**src/rtl/vreg_serial_ctrl.sv**
```systemverilog
// Master-side sequencer for the vector register file serial port (load = 16 writes, store = 16 reads).
// Optional abort support is compiled in when ABORT_EN is defined.
module vreg_serial_ctrl #(
  parameter int ELEM_W    = 16,
  parameter int NUM_ELEM  = 16,
  parameter int ADDR_W    = 3,
  parameter int SETUP_CYC = 1,
  parameter int IDLE_CYC  = 1
) (
  input  logic                       clk_i,
  input  logic                       rst_ni,
  input  logic                       start_i,
  input  logic                       dir_i,
  input  logic [ADDR_W-1:0]          vaddr_i,
  input  logic [ELEM_W*NUM_ELEM-1:0] vec_i,
  output logic [ELEM_W*NUM_ELEM-1:0] vec_o,
  output logic                       busy_o,
  output logic                       done_o,
  output logic [ADDR_W-1:0]          addr_o,
  output logic                       wr_s_o,
  output logic                       rd_s_o,
  output logic [ELEM_W-1:0]          data_in_s_o,
`ifdef ABORT_EN
  input  logic                       abort_i,
  output logic                       aborted_o,
`endif
  input  logic [ELEM_W-1:0]          data_out_s_i
);

  localparam int VEC_W    = ELEM_W * NUM_ELEM;
  localparam int CNT_W    = $clog2(NUM_ELEM);
  localparam int MAX_WAIT = (SETUP_CYC > IDLE_CYC) ? SETUP_CYC : IDLE_CYC;
  localparam int WAIT_W   = (MAX_WAIT > 1) ? $clog2(MAX_WAIT) : 1;

  localparam logic [CNT_W-1:0]  CNT_LAST   = CNT_W'(NUM_ELEM - 1);
  localparam logic [WAIT_W-1:0] SETUP_LAST = WAIT_W'(SETUP_CYC - 1);
  localparam logic [WAIT_W-1:0] GAP_LAST   = WAIT_W'(IDLE_CYC - 1);

  localparam logic [2:0] S_IDLE  = 3'd0;
  localparam logic [2:0] S_SETUP = 3'd1;
  localparam logic [2:0] S_XFER  = 3'd2;
  localparam logic [2:0] S_DRAIN = 3'd3;
  localparam logic [2:0] S_GAP   = 3'd4;

  logic [2:0]        state_q, state_d;
  logic              dir_q, dir_d;
  logic [ADDR_W-1:0] addr_q, addr_d;
  logic [VEC_W-1:0]  shadow_q, shadow_d;
  logic [VEC_W-1:0]  vec_out_q, vec_out_d;
  logic [CNT_W-1:0]  cnt_q, cnt_d;
  logic [WAIT_W-1:0] wait_q, wait_d;
  logic              wr_q, wr_d;
  logic              rd_q, rd_d;
  logic [ELEM_W-1:0] data_in_q, data_in_d;
  logic              done_q, done_d;
  logic [CNT_W-1:0]  cnt_inc;
  logic [CNT_W-1:0]  cap_idx;
`ifdef ABORT_EN
  logic              aborted_q, aborted_d;
`endif

  assign cnt_inc = cnt_q + 1'b1;
  assign cap_idx = cnt_q - 1'b1;

  // Strobes are registered so they change only on clock edges and vanish at once on reset.
  always_comb begin
    state_d   = state_q;
    dir_d     = dir_q;
    addr_d    = addr_q;
    shadow_d  = shadow_q;
    vec_out_d = vec_out_q;
    cnt_d     = cnt_q;
    wait_d    = wait_q;
    wr_d      = 1'b0;
    rd_d      = 1'b0;
    data_in_d = data_in_q;
    done_d    = 1'b0;
`ifdef ABORT_EN
    aborted_d = aborted_q;
`endif
    case (state_q)
      S_IDLE: begin
        if (start_i) begin
          state_d  = S_SETUP;
          dir_d    = dir_i;
          addr_d   = vaddr_i;
          shadow_d = vec_i;
          cnt_d    = '0;
          wait_d   = '0;
`ifdef ABORT_EN
          aborted_d = 1'b0;
`endif
        end
      end
      S_SETUP: begin
        if (wait_q == SETUP_LAST) begin
          state_d = S_XFER;
          cnt_d   = '0;
          wr_d    = ~dir_q;
          rd_d    = dir_q;
          if (!dir_q) data_in_d = shadow_q[0 +: ELEM_W];
        end else begin
          wait_d = wait_q + 1'b1;
        end
      end
      S_XFER: begin
        // Read data lags the strobe by one cycle, so cycle k returns element k-1.
        if (dir_q && (cnt_q != '0)) vec_out_d[cap_idx*ELEM_W +: ELEM_W] = data_out_s_i;
        if (cnt_q == CNT_LAST) begin
          state_d = dir_q ? S_DRAIN : S_GAP;
          wait_d  = '0;
        end else begin
          cnt_d = cnt_inc;
          wr_d  = ~dir_q;
          rd_d  = dir_q;
          if (!dir_q) data_in_d = shadow_q[cnt_inc*ELEM_W +: ELEM_W];
        end
      end
      S_DRAIN: begin
        vec_out_d[(NUM_ELEM-1)*ELEM_W +: ELEM_W] = data_out_s_i;
        state_d = S_GAP;
        wait_d  = '0;
      end
      S_GAP: begin
        if (wait_q == GAP_LAST) begin
          state_d = S_IDLE;
          done_d  = 1'b1;
        end else begin
          wait_d = wait_q + 1'b1;
        end
      end
      default: state_d = S_IDLE;
    endcase
`ifdef ABORT_EN
    if (abort_i && ((state_q == S_SETUP) || (state_q == S_XFER) || (state_q == S_DRAIN))) begin
      state_d   = S_GAP;
      wait_d    = '0;
      cnt_d     = cnt_q;
      wr_d      = 1'b0;
      rd_d      = 1'b0;
      vec_out_d = vec_out_q;
      aborted_d = 1'b1;
    end
`endif
  end

  always_ff @(posedge clk_i or negedge rst_ni) begin
    if (!rst_ni) begin
      state_q   <= S_IDLE;
      dir_q     <= 1'b0;
      addr_q    <= '0;
      shadow_q  <= '0;
      vec_out_q <= '0;
      cnt_q     <= '0;
      wait_q    <= '0;
      wr_q      <= 1'b0;
      rd_q      <= 1'b0;
      data_in_q <= '0;
      done_q    <= 1'b0;
    end else begin
      state_q   <= state_d;
      dir_q     <= dir_d;
      addr_q    <= addr_d;
      shadow_q  <= shadow_d;
      vec_out_q <= vec_out_d;
      cnt_q     <= cnt_d;
      wait_q    <= wait_d;
      wr_q      <= wr_d;
      rd_q      <= rd_d;
      data_in_q <= data_in_d;
      done_q    <= done_d;
    end
  end

`ifdef ABORT_EN
  always_ff @(posedge clk_i or negedge rst_ni) begin
    if (!rst_ni) aborted_q <= 1'b0;
    else         aborted_q <= aborted_d;
  end

  assign aborted_o = aborted_q;
`endif

  assign busy_o      = (state_q != S_IDLE);
  assign done_o      = done_q;
  assign addr_o      = addr_q;
  assign wr_s_o      = wr_q;
  assign rd_s_o      = rd_q;
  assign data_in_s_o = data_in_q;
  assign vec_o       = vec_out_q;

endmodule

```
**config.mk**
```make
export PLATFORM = sky130hd
export DESIGN_NAME = vreg_serial_ctrl
export DESIGN_NICKNAME = d
export VERILOG_FILES = /design/src/rtl/vreg_serial_ctrl.sv
export SDC_FILE = /design/constraint.sdc
export NUM_CORES = 1
export LEC_CHECK = 0
export BUFFER_PORTS_ARGS = -buffer_cell sky130_fd_sc_hd__buf_4
export CORE_ASPECT_RATIO = 1.5
export CORE_MARGIN = 2
export CORE_UTILIZATION = 40
export DETAILED_ROUTE_END_ITERATION = 7
export GPL_ROUTABILITY_DRIVEN = 0
export PLACE_DENSITY_LB_ADDON = 0.25
export SLEW_MARGIN = 20
export SYNTH_ARGS = -nofsm -noshare
export SYNTH_HDL_FRONTEND = slang
export SYNTH_SLANG_ARGS = --single-unit
```
**constraint.sdc**
```tcl
create_clock -name clk_i -period 4.66 [get_ports clk_i]
set_input_delay 0.466 -clock clk_i [delete_from_list [all_inputs] [get_ports clk_i]]
set_output_delay 0.466 -clock clk_i [all_outputs]
set_load 0.02 [all_outputs]
```
# Yosys cells after proc, flatten, opt, wreduce, memory -nomap -nowiden
# Index checks and enable logic that the tools add are counted.
# totals
ff_bits	543
inputBits	279
word_cells	79
# op_classes
addsub	4
n_eq_ne	13
n_shift	3
mux	30
bitwise_logic	1
reduce_logical	16
# op_table
operator	count
bitwise mux 256 bit	1
two-way mux 256 bit	1
variable shift 16 x 34 -> 256 bit (first input constant)	1
variable part select 16 x 34 -> 256 bit	1
variable part select 256 x 9 -> 16 bit	1
two-way mux 16 bit	4
one-hot mux 16 bit (2 select lines)	2
negator 8 -> 34 bit	1
!= test 2 bit (second input constant)	8
two-way mux 3 bit	5
one-hot mux 3 bit (5 select lines)	1
two-way mux 4 bit	3
one-hot mux 4 bit (3 select lines)	1
two-way mux 1 bit	9
AND reduction 4 bit	2
nonzero test 4 bit	2
equality test 3 x 2 -> 1 bit (second input constant)	2
AND reduction 2 bit	3
nonzero test 3 bit	2
AND reduction 5 bit	1
adder 4 x 1 -> 4 bit (second input constant)	1
equality test 4 bit (second input constant)	1
one-hot mux 1 bit (2 select lines)	2
one-hot mux 1 bit (4 select lines)	1
10 further kinds	11

# Depth between registers and ports, before layout
# Gate-level depths: netlist of run 1.
# depth
ltp_word	6
ltp_mapped	15

# Worst setup path after synthesis of run 1
# No wires, ideal clock.
# synth_path
path_kind	register to register
startpoint	register cnt_q[0]
endpoint	register vec_out_q[66] (netlist: vec_o[66])
setup_ns	0.077
arrival_ns	3.421
required_ns	4.583
setup_slack_ns	1.162
path_stages_with_launch	16
cell_sequence	dfrtp_1 > buf_2 > buf_2 > inv_1 > ha_1 > buf_2 > xor2_1 > nor2_1 > ha_1 > inv_1 > nor3_2 > and4b_1 > clkbuf_1 > clkbuf_1 > nand4_1 > o21ai_1
# synth_via
elab_chain_len	4
elab_cells_between_ends	8
# synth_lines
item	line_no	source
from (decl)	50	logic [CNT_W-1:0] cnt_q, cnt_d;
from (signal assigned)	166	cnt_q <= cnt_d;
subtractor 4 x 1 -> 4 bit	63	assign cap_idx = cnt_q - 1'b1;
negator 8 -> 34 bit	108	if (dir_q && (cnt_q != '0)) vec_out_d[cap_idx*ELEM_W +: ELEM_W] = data_out_s_i;
variable part select 16 x 34 -> 256 bit / variable shift 16 x 34 -> 256 bit (equally long branches)	108	
bitwise mux 256 bit	108	
to (signal assigned)	165	vec_out_q <= vec_out_d;
to (decl)	49	logic [VEC_W-1:0] vec_out_q, vec_out_d;
# Several ways; a longest one is shown, not always the timed one.
# A chain may end at the register's enable or synchronous reset.

# Worst setup path in the final report of run 1
# layout_path
startpoint	register cnt_q[0]
endpoint	register vec_out_q[98] (netlist: vec_o[98])
# Same word-level chain as after synthesis.

==> impl_metrics.toml, run 1 <==
[final_layout]
fill_cells = 5067
nNetsFinal = 2667
layout_commonest_cell = "buf_4"
layout_common_cells = "588 x buf_4, 541 x dfrtp_1, 343 x nand2_1"
drive_gt1_share_pct = 43.5
synthToLayoutAreaGrowth_pct = 29.5
multi_input_area_um2 = 8880
post-route-util_pct = 52.1
seqCellArea_um2 = 13600

[sta]
finalSetupTns_ps = 0
timing.hold.ws_ps = 83.9
hold_violations = 0
fin_crit_sh_pct = 84.3
worst_slew_pin_slew_ps = 1090
worst_clock_skew_ps = 22.3
setup_slack_ps = 732
min_period_ps = 3930
relSlewSlack_pct = 26.7
rsz0062_at_grt = "no"
setup_violations = 0
report.final.slew_viol_count = 0
fmax_mhz = 255

[hold_path]
hold_path.class = "primary input to register"
worstHoldPathCells = 3
min-delay-start = "dir_i"

[placed_design]
dp_hpwl_um = 51200
io_buffers = 557
place_ws_ps = 825

[floorplanning]
die_w_um = 201
die_y_um = 299
start_util_pct = 40.2
core_region_area_um2 = 57600
dieArea_um2 = 59900
num_rows = 108
ios = 558

[synthesis]
synth_edf_count = 0
synthArstFlopShare_pct = 100
synth_area_leader_cell = "dfrtp_1"
ys.flop_type = "dfrtp_1"
synthDistinctLibCells = 54
netlist.area_leader.share_pct = 58.5
synth_nets = 2155
seq_area_frac_synth_pct = 58.5
synth-seq-cells = 542
netlist_area_um2 = 23200
syn_avg_cell_area_um2 = 12.4
syn_inst = 1869
yosys_warnings = 0
synthTopCellsByArea = "dfrtp_1 59%, mux2_2 14%, mux4_2 6.2%"

[critical_path]
path_max_fanout = 16
worstPathRequired_ps = 5130
critPathTopFamily = "simple AND/OR/NAND/NOR gates"
rr_worst_depth = 9
worstSetupStartpointType = "register"
end_kind = "register"
criticalPathCategory = "register to register"
cp_num_cells = 9
r2r-start = "cnt_q[0]"
crit_path_cell_trace = "inv_1 -> ha_1 -> xor2_1 -> nor2_1 -> ha_1 -> inv_1 -> nor3_2 -> and3_1 -> mux2_2"
cp_num_buf_inv = 2
cp_slowest_cell = "and3_1"
slowest_delay_ps = 800
arrival_ps = 4400
startpoint = "cnt_q[0]"

[run]
cap_violations = 0

[cts]
cts-root-buf = "clkbuf_16"
clk_pin_slew_ps = 70
clk_latency_ps = 600
cts_inserted_buffers = 53
cts_resized = 0
cts_sinks = 542
cts.htree.levels = 2
cts_tree = "done"
clk_path_buf_depth = 3

[routing]
drt_iter0_drc = 789
dr_total_vias = 16700
drt_pass1_iterations = 5
drc = 0
wl_per_cell_um = 22.4
wl_um = 71700
detail-route-antenna-nets = 0
vias_per_cell = 5.21

[power_and_ir_drop]
ir_drop_uv = 427
power_mw = 20.2
power_density_nw_per_um2 = 673
p_leak_nw = 13.7

[global_routing]
grt_max_degree = 126
grt_pass1_vias = 17300
grt-ovfl-total = 0
grtUsageTotal_pct = 23.7
antenna_found_initial = 1
grt_pass1_wl_um = 109000

[outcome]
status = "complete, no violations"
[kinds of logic after synthesis]
| family | count (synthesis) | synth area share [%] |
|---|---|---|
| flops | 542 | 58.5 |
| simple gates | 482 | 9.13 |
| mux | 368 | 21.0 |
| compound gates | 285 | 7.38 |
| buf+inv | 180 | 3.32 |
| fa+ha+maj | 7 | 0.378 |
| xor+xnor | 5 | 0.281 |
[worst paths after layout]
check,end,slack (ps)
min in group asynchronous,vec_o[87],530
max in group asynchronous,shadow_q[114],2950
setup reg to reg,vec_o[98],730
hold reg to reg,vec_o[176],480
hold / removal,dir_q,80
setup / recovery,vec_o[98],730
[power breakdown]
group          switching [mW]  total, mW  leakage [nW]  internal [mW]
combinational            4.22       7.99          6.84           3.77
clock                    1.90       4.56         0.918           2.66
sequential               1.08       7.64          5.96           6.56
[tightest hold or removal path: stages]
cell and delay (ps):
buf_4 80, nand2_1 30, o21ai_0 60
[area by class of cell]
cell class	count	area share [%]
Tap cell	770	3.21
Clock inverter	23	0.892
Clock buffer	77	5.30
Inverter	40	0.500
Sequential cell	542	45.2
Antenna cell	1	0.00834
Timing Repair Buffer	597	15.3
Multi-Input combinational cell	1147	29.6
[routing by layer]
| layer | part of all wire (%) | wire, um | GRT usage [%] |
|---|---|---|---|
| met1 | 39 | 27900 | 28.8 |
| met3 | 7.5 | 5410 | 6.40 |
| met2 | 50 | 36100 | 41.0 |
| met4 | 3.1 | 2190 | 7.71 |
| met5 | 0 | 0 | 0 |
[flip-flops by register name (all words and copies together) (netlist names)]
register,cells
data_in_s_o,16
vec_o,256
cnt_q,4
dir_q,1
rd_s_o,1
state_q,3
shadow_q,256
wr_s_o,1
addr_o,3
done_o,1
[timing repair]
item,in CTS,in global routing
setup buffers,0,0
hold endpoints to repair,89,0
hold buffers,1,0
[synthesized netlist by cell type (all sizes together), types with 11 or more instances]
cell and number:
and2 16, a221o 16, o21ai 206, a22o 16
nor2 30, dfrtp 542, nand4 34, a22oi 32
mux2 300, nand2 343, mux4 64, buf 58
nand3 25, clkbuf 82, inv 40, nor3 11
[metrics by stage]
stage,instances,cell area (um2)
final,3197,30000
after floorplan,1869,23200
after CTS,3196,30000
after detailed placement,3095,28100
after global routing,3197,30000
after global placement,3095,28100
(Power assumes the default switching activity.)
==> run 2: changes to the inputs <==
==> constraint.sdc (replaced) <==
create_clock -name clk_i -period 3.74 [get_ports clk_i]
set_input_delay 0.374 -clock clk_i [delete_from_list [all_inputs] [get_ports clk_i]]
set_output_delay 0.374 -clock clk_i [all_outputs]
set_load 0.02 [all_outputs]
==> run 2 against run 1 <==
Count of clock-buffer cells in the layout is 1 lower. Non-clock buffer count rose by 250. Sequential share of layout area shrank 3.4 points. Clock power is 19% higher. Design area increased by 8.0%. Flip-flop and latch count is the same. Hold slack got worse by 48 ps. Clock skew shrank 1.7 ps. Total power increased by 26%. Setup slack lost 520 ps.
==> impl_metrics.toml, run 2 (synthesized netlist as in run 1, its figures left out) <==
[global_routing]
grt_max_degree = 99
antenna_found_initial = 1
grt-ovfl-total = 0
grt_pass1_vias = 18800
grtUsageTotal_pct = 25.0
grt_pass1_wl_um = 115000

[sta]
hold_violations = 0
rsz0062_at_grt = "no"
fmax_mhz = 284
worst_clock_skew_ps = 20.6
setup_violations = 0
relSlewSlack_pct = 36.9
worst_slew_pin_slew_ps = 947
setup_slack_ps = 215
finalSetupTns_ps = 0
min_period_ps = 3520
report.final.slew_viol_count = 0
timing.hold.ws_ps = 36.1
fin_crit_sh_pct = 94.2

[power_and_ir_drop]
seqPwrFrac_pct = 37.8
intPower_mw = 16.2
power_frac_comb_pct = 40.7
p_leak_nw = 14.7
power_density_nw_per_um2 = 783
ir_drop_uv = 535
switchingPower_mw = 9.12
p_sw_share_pct = 36.0
pwr-share-clk_pct = 21.4

[final_layout]
post-route-util_pct = 56.3
final_cell_area_um2 = 32400
multi_input_area_um2 = 8900
drive_gt1_share_pct = 39.7
nNetsFinal = 2916
layout_common_cells = "598 x buf_4, 541 x dfrtp_1, 343 x nand2_1"
layout_commonest_cell = "buf_4"
fill_cells = 4766
seqCellArea_um2 = 13600
synthToLayoutAreaGrowth_pct = 39.9

[critical_path]
cp_slowest_cell = "dfrtp_4"
crit_path_cell_trace = "inv_1 -> ha_1 -> xor2_1 -> nor2_1 -> ha_1 -> inv_1 -> nor3_4 -> and3_1 -> buf_4 -> mux2_2"
crit_path_end = "vec_o[101]"
arrival_ps = 3990
criticalPathCategory = "register to register"
rr_worst_depth = 10
slowest_delay_ps = 550
worstSetupStartpointType = "register"
r2r_slack_ps = 220
end_kind = "register"
worstPathRequired_ps = 4200
startpoint = "cnt_q[0]"
path_max_fanout = 16
r2r-start = "cnt_q[0]"
reg2reg_to = "vec_o[101]"

[routing]
detail-route-antenna-nets = 0
drc = 0
drt_pass1_iterations = 5
dr_total_vias = 17700
drt_iter0_drc = 936
vias_per_cell = 5.15
wl_per_cell_um = 21.9
wl_um = 75400

[floorplanning]
num_rows = 108
die_y_um = 299
ios = 558
dieArea_um2 = 59900
die_w_um = 201
core_region_area_um2 = 57600
start_util_pct = 40.2

[placed_design]
io_buffers = 557
place_ws_ps = 175
dp_hpwl_um = 52100
dpl-instance-area_um2 = 28200

[cts]
cts_inserted_buffers = 52
clk_latency_ps = 590
cts_sinks = 542
clk_pin_slew_ps = 70
cts.htree.levels = 2
cts-root-buf = "clkbuf_16"
cts_tree = "done"
clk_path_buf_depth = 3

[run]
cap_violations = 0

[hold_path]
hold_path.class = "primary input to register"

[outcome]
status = "complete, no violations"
==> run 2: cell types whose count changed in the layout (fill, tap and decap cells not counted), moves of 2 or more <==
cell	previous run	this run
dlygate4sd3_1	1	239
buf_4	588	598
buf_12	7	9
clkbuf_1	9	11
clkbuf_16	55	53
mux2i_2	4	2
mux2i_4	0	2
==> run 2: worst min path at each step <==
stage | from | endpoint | cells after the start
finish | vec_i[169] | shadow_q[169] | 2
global route | vec_i[102] | shadow_q[102] | 2
CTS | vec_i[90] | shadow_q[90] | 2
detailed placement | rst_ni | vec_o[87] | 1
global placement | rst_ni | vec_o[87] | 1
floorplan | rst_ni | addr_o[0] | 0
==> run 2: per-layer routing <==
metal,track usage [%],part of all wire (%)
met3,4.50,5.7
met2,45.6,52
met4,8.25,3.4
met5,0,0
met1,29.8,39
==> run 2: timing repair <==
item	CTS	global route
hold endpoints to repair	313	0
resized for setup	0	1
buffers inserted	0	0
hold buffers	239	0
endpoints found under the setup margin	0	43
==> run 2: critical path: cells and delay by family (launching register included) <==
kind	cells	cell delay [ps]
xor gates and xnor gates	1	330
and+or+nand+nor	3	700
DFF	1	550
muxes	1	380
adders and majority gates	2	790
buffers and inverters	3	640
==> run 2: per-stage QoR <==
step                power [mW]  cells
floorplan                 15.7   1869
global placement          19.5   3107
detailed placement        19.9   3107
CTS                       25.6   3442
global route              26.8   3443
finish                    25.4   3443
==> run 2: final cells by class <==
cell class | instances | share of cell area, %
sequential | 542 | 41.9
multi-input combinational | 1147 | 27.5
timing repair buffer | 847 | 21.8
clock buffer | 76 | 4.73
tap | 770 | 2.97
clock inverter | 20 | 0.679
inverter | 40 | 0.463
antenna | 1 | 0.00772
==> run 2: power by group through the flow <==
stage / combinational [mW] / sequential (mW) / clock [mW]
2_1_floorplan: 5.56 / 10.2 / 0
3_3_place_gp: 9.99 / 9.54 / 0
3_5_place_dp: 10.2 / 9.68 / 0
4_1_cts: 10.4 / 9.58 / 5.56
5_1_grt: 11.1 / 9.85 / 5.79
6_report: 10.3 / 9.60 / 5.44
==> run 3: changes to the inputs <==
--- a/config.mk
+++ b/config.mk
@@ -11,7 +11,9 @@
 export CORE_UTILIZATION = 40
 export DETAILED_ROUTE_END_ITERATION = 7
 export GPL_ROUTABILITY_DRIVEN = 0
+export MAX_ROUTING_LAYER = met4
 export PLACE_DENSITY_LB_ADDON = 0.25
+export SKIP_LAST_GASP = 1
 export SLEW_MARGIN = 20
 export SYNTH_ARGS = -nofsm -noshare
 export SYNTH_HDL_FRONTEND = slang
==> constraint.sdc (replaced) <==
create_clock -name clk_i -period 3.74 [get_ports clk_i]
set_input_delay 0.935 -clock clk_i [delete_from_list [all_inputs] [get_ports clk_i]]
set_output_delay 0.935 -clock clk_i [all_outputs]
set_load 0.02 [all_outputs]
==> run 3 against run 2 <==
Register-to-register slack got worse by 20 ps. Via count decreased by 5.3%. First-iteration DRC count shrank 6.9%. Final cell count shrank 6.8%. Core utilization is 4.0 points lower. Combinational power barely moved. Setup slack got worse by 20 ps. Hold slack improved by 320 ps. Flip-flop and latch count stayed put. Critical path type unchanged. Critical endpoint is now data_in_s_o[8]. Largest power group unchanged.
==> impl_metrics.toml, run 3 (synthesized netlist as in run 1, its figures left out) <==
[floorplanning]
start_util_pct = 40.2
ios = 558
num_rows = 108
die_w_um = 201
dieArea_um2 = 59900
die_y_um = 299
core_region_area_um2 = 57600

[critical_path]
worstPathRequired_ps = 4200
arrival_ps = 4010
worstSetupStartpointType = "register"
end_kind = "register"
path_max_fanout = 69
criticalPathCategory = "register to register"
r2r_slack_ps = 190

[sta]
hold_violations = 0
fmax_mhz = 282
rsz0062_at_grt = "no"
worst_slew_pin_slew_ps = 929
worst_clock_skew_ps = 18.7
report.final.slew_viol_count = 0
finalSetupTns_ps = 0
fin_crit_sh_pct = 94.8
setup_violations = 0
relSlewSlack_pct = 38.0
min_period_ps = 3550

[final_layout]
drive_gt1_share_pct = 43.7
nNetsFinal = 2683
final_cell_area_um2 = 30100
layout_common_cells = "603 x buf_4, 541 x dfrtp_1, 343 x nand2_1"
layout_commonest_cell = "buf_4"
synthToLayoutAreaGrowth_pct = 29.9

[global_routing]
grt-ovfl-total = 0
grt_max_degree = 80
grt_pass1_wl_um = 109000
antenna_found_initial = 2
grtUsageTotal_pct = 24.7
grt_pass1_vias = 17600

[placed_design]
dp_hpwl_um = 52700
io_buffers = 557
dpl-instance-area_um2 = 28300

[routing]
drt_pass1_iterations = 5
wl_um = 72300
detail-route-antenna-nets = 0
wl_per_cell_um = 22.5
drc = 0
vias_per_cell = 5.24
drt_iter0_drc = 871
dr_total_vias = 16800

[power_and_ir_drop]
power_mw = 25.0
power_density_nw_per_um2 = 831
ir_drop_uv = 469
p_leak_nw = 13.8

[cts]
cts-root-buf = "clkbuf_16"
clk_pin_slew_ps = 60
cts_inserted_buffers = 52
cts_tree = "done"
holdBufCountCts = 0
clk_path_buf_depth = 3
clk_latency_ps = 590
cts_sinks = 542
cts.htree.levels = 2

[outcome]
status = "complete, no violations"

[run]
cap_violations = 0

[hold_path]
hold_path.class = "primary input to async pin"
## run 3: worst paths after layout
kind,cells past startpoint,endpoint,startpoint
setup / recovery,8,data_in_s_o[8],cnt_q[0]
max in group asynchronous,2,shadow_q[13],rst_ni
hold / removal,1,vec_o[87],rst_ni
hold reg to reg,2,vec_o[85],vec_o[85]
min in group clk_i,2,vec_o[85],vec_o[85]
setup reg to reg,8,data_in_s_o[8],cnt_q[0]
## run 3: per-stage QoR
stage	worst slack, ps	util (%)	hold WS (ps)	instances
3_5_place_dp	-30.1	49.2	471	3113
3_3_place_gp	-2.53	49.2	463	3113
2_1_floorplan	242	-	475	1869
6_report	195	52.3	359	3208
5_1_grt	6.64	52.3	391	3208
4_1_cts	17.8	52.2	366	3206
## run 3: timing repair
| action | 4_1_cts | 5_1_grt |
|---|---|---|
| gates resized for setup | 2 | 3 |
| buffers inserted | 0 | 0 |
| gates cloned | 0 | 0 |
| endpoints found under the setup margin | 2 | 18 |
## run 3: layout make-up
class | count | area (um2)
Multi-Input combinational cell | 1147 | 8920
Antenna cell | 2 | 5.00
Timing Repair Buffer | 614 | 4750
Clock inverter | 16 | 196
Fill cell | 5039 | 27500
Tap cell | 770 | 963
Clock buffer | 77 | 1540
Inverter | 40 | 150
Sequential cell | 542 | 13600
## run 3: layer usage
metal  GRT usage, %  routed length [um]  vias up
met2           42.2               37000      638
met4           8.92                2700        0
met5              -                   0        -
met3           5.63                5140      126
met1           28.6               27500     8418
li1               -                   -     7615
## run 3: power by group
group / internal (mW) / leakage, nW / switching (mW)
sequential: 8.18 / 5.96 / 1.41
combinational: 4.80 / 6.95 / 5.24
clock: 3.11 / 0.851 / 2.27
## run 3: critical path, stage by stage (launching register included)
cell	delay, ps
dfrtp_4	520
buf_16	400
ha_1	390
xor2_4	170
buf_4	440
mux4_2	430
a22oi_1	570
nand2_1	100
a221o_1	330
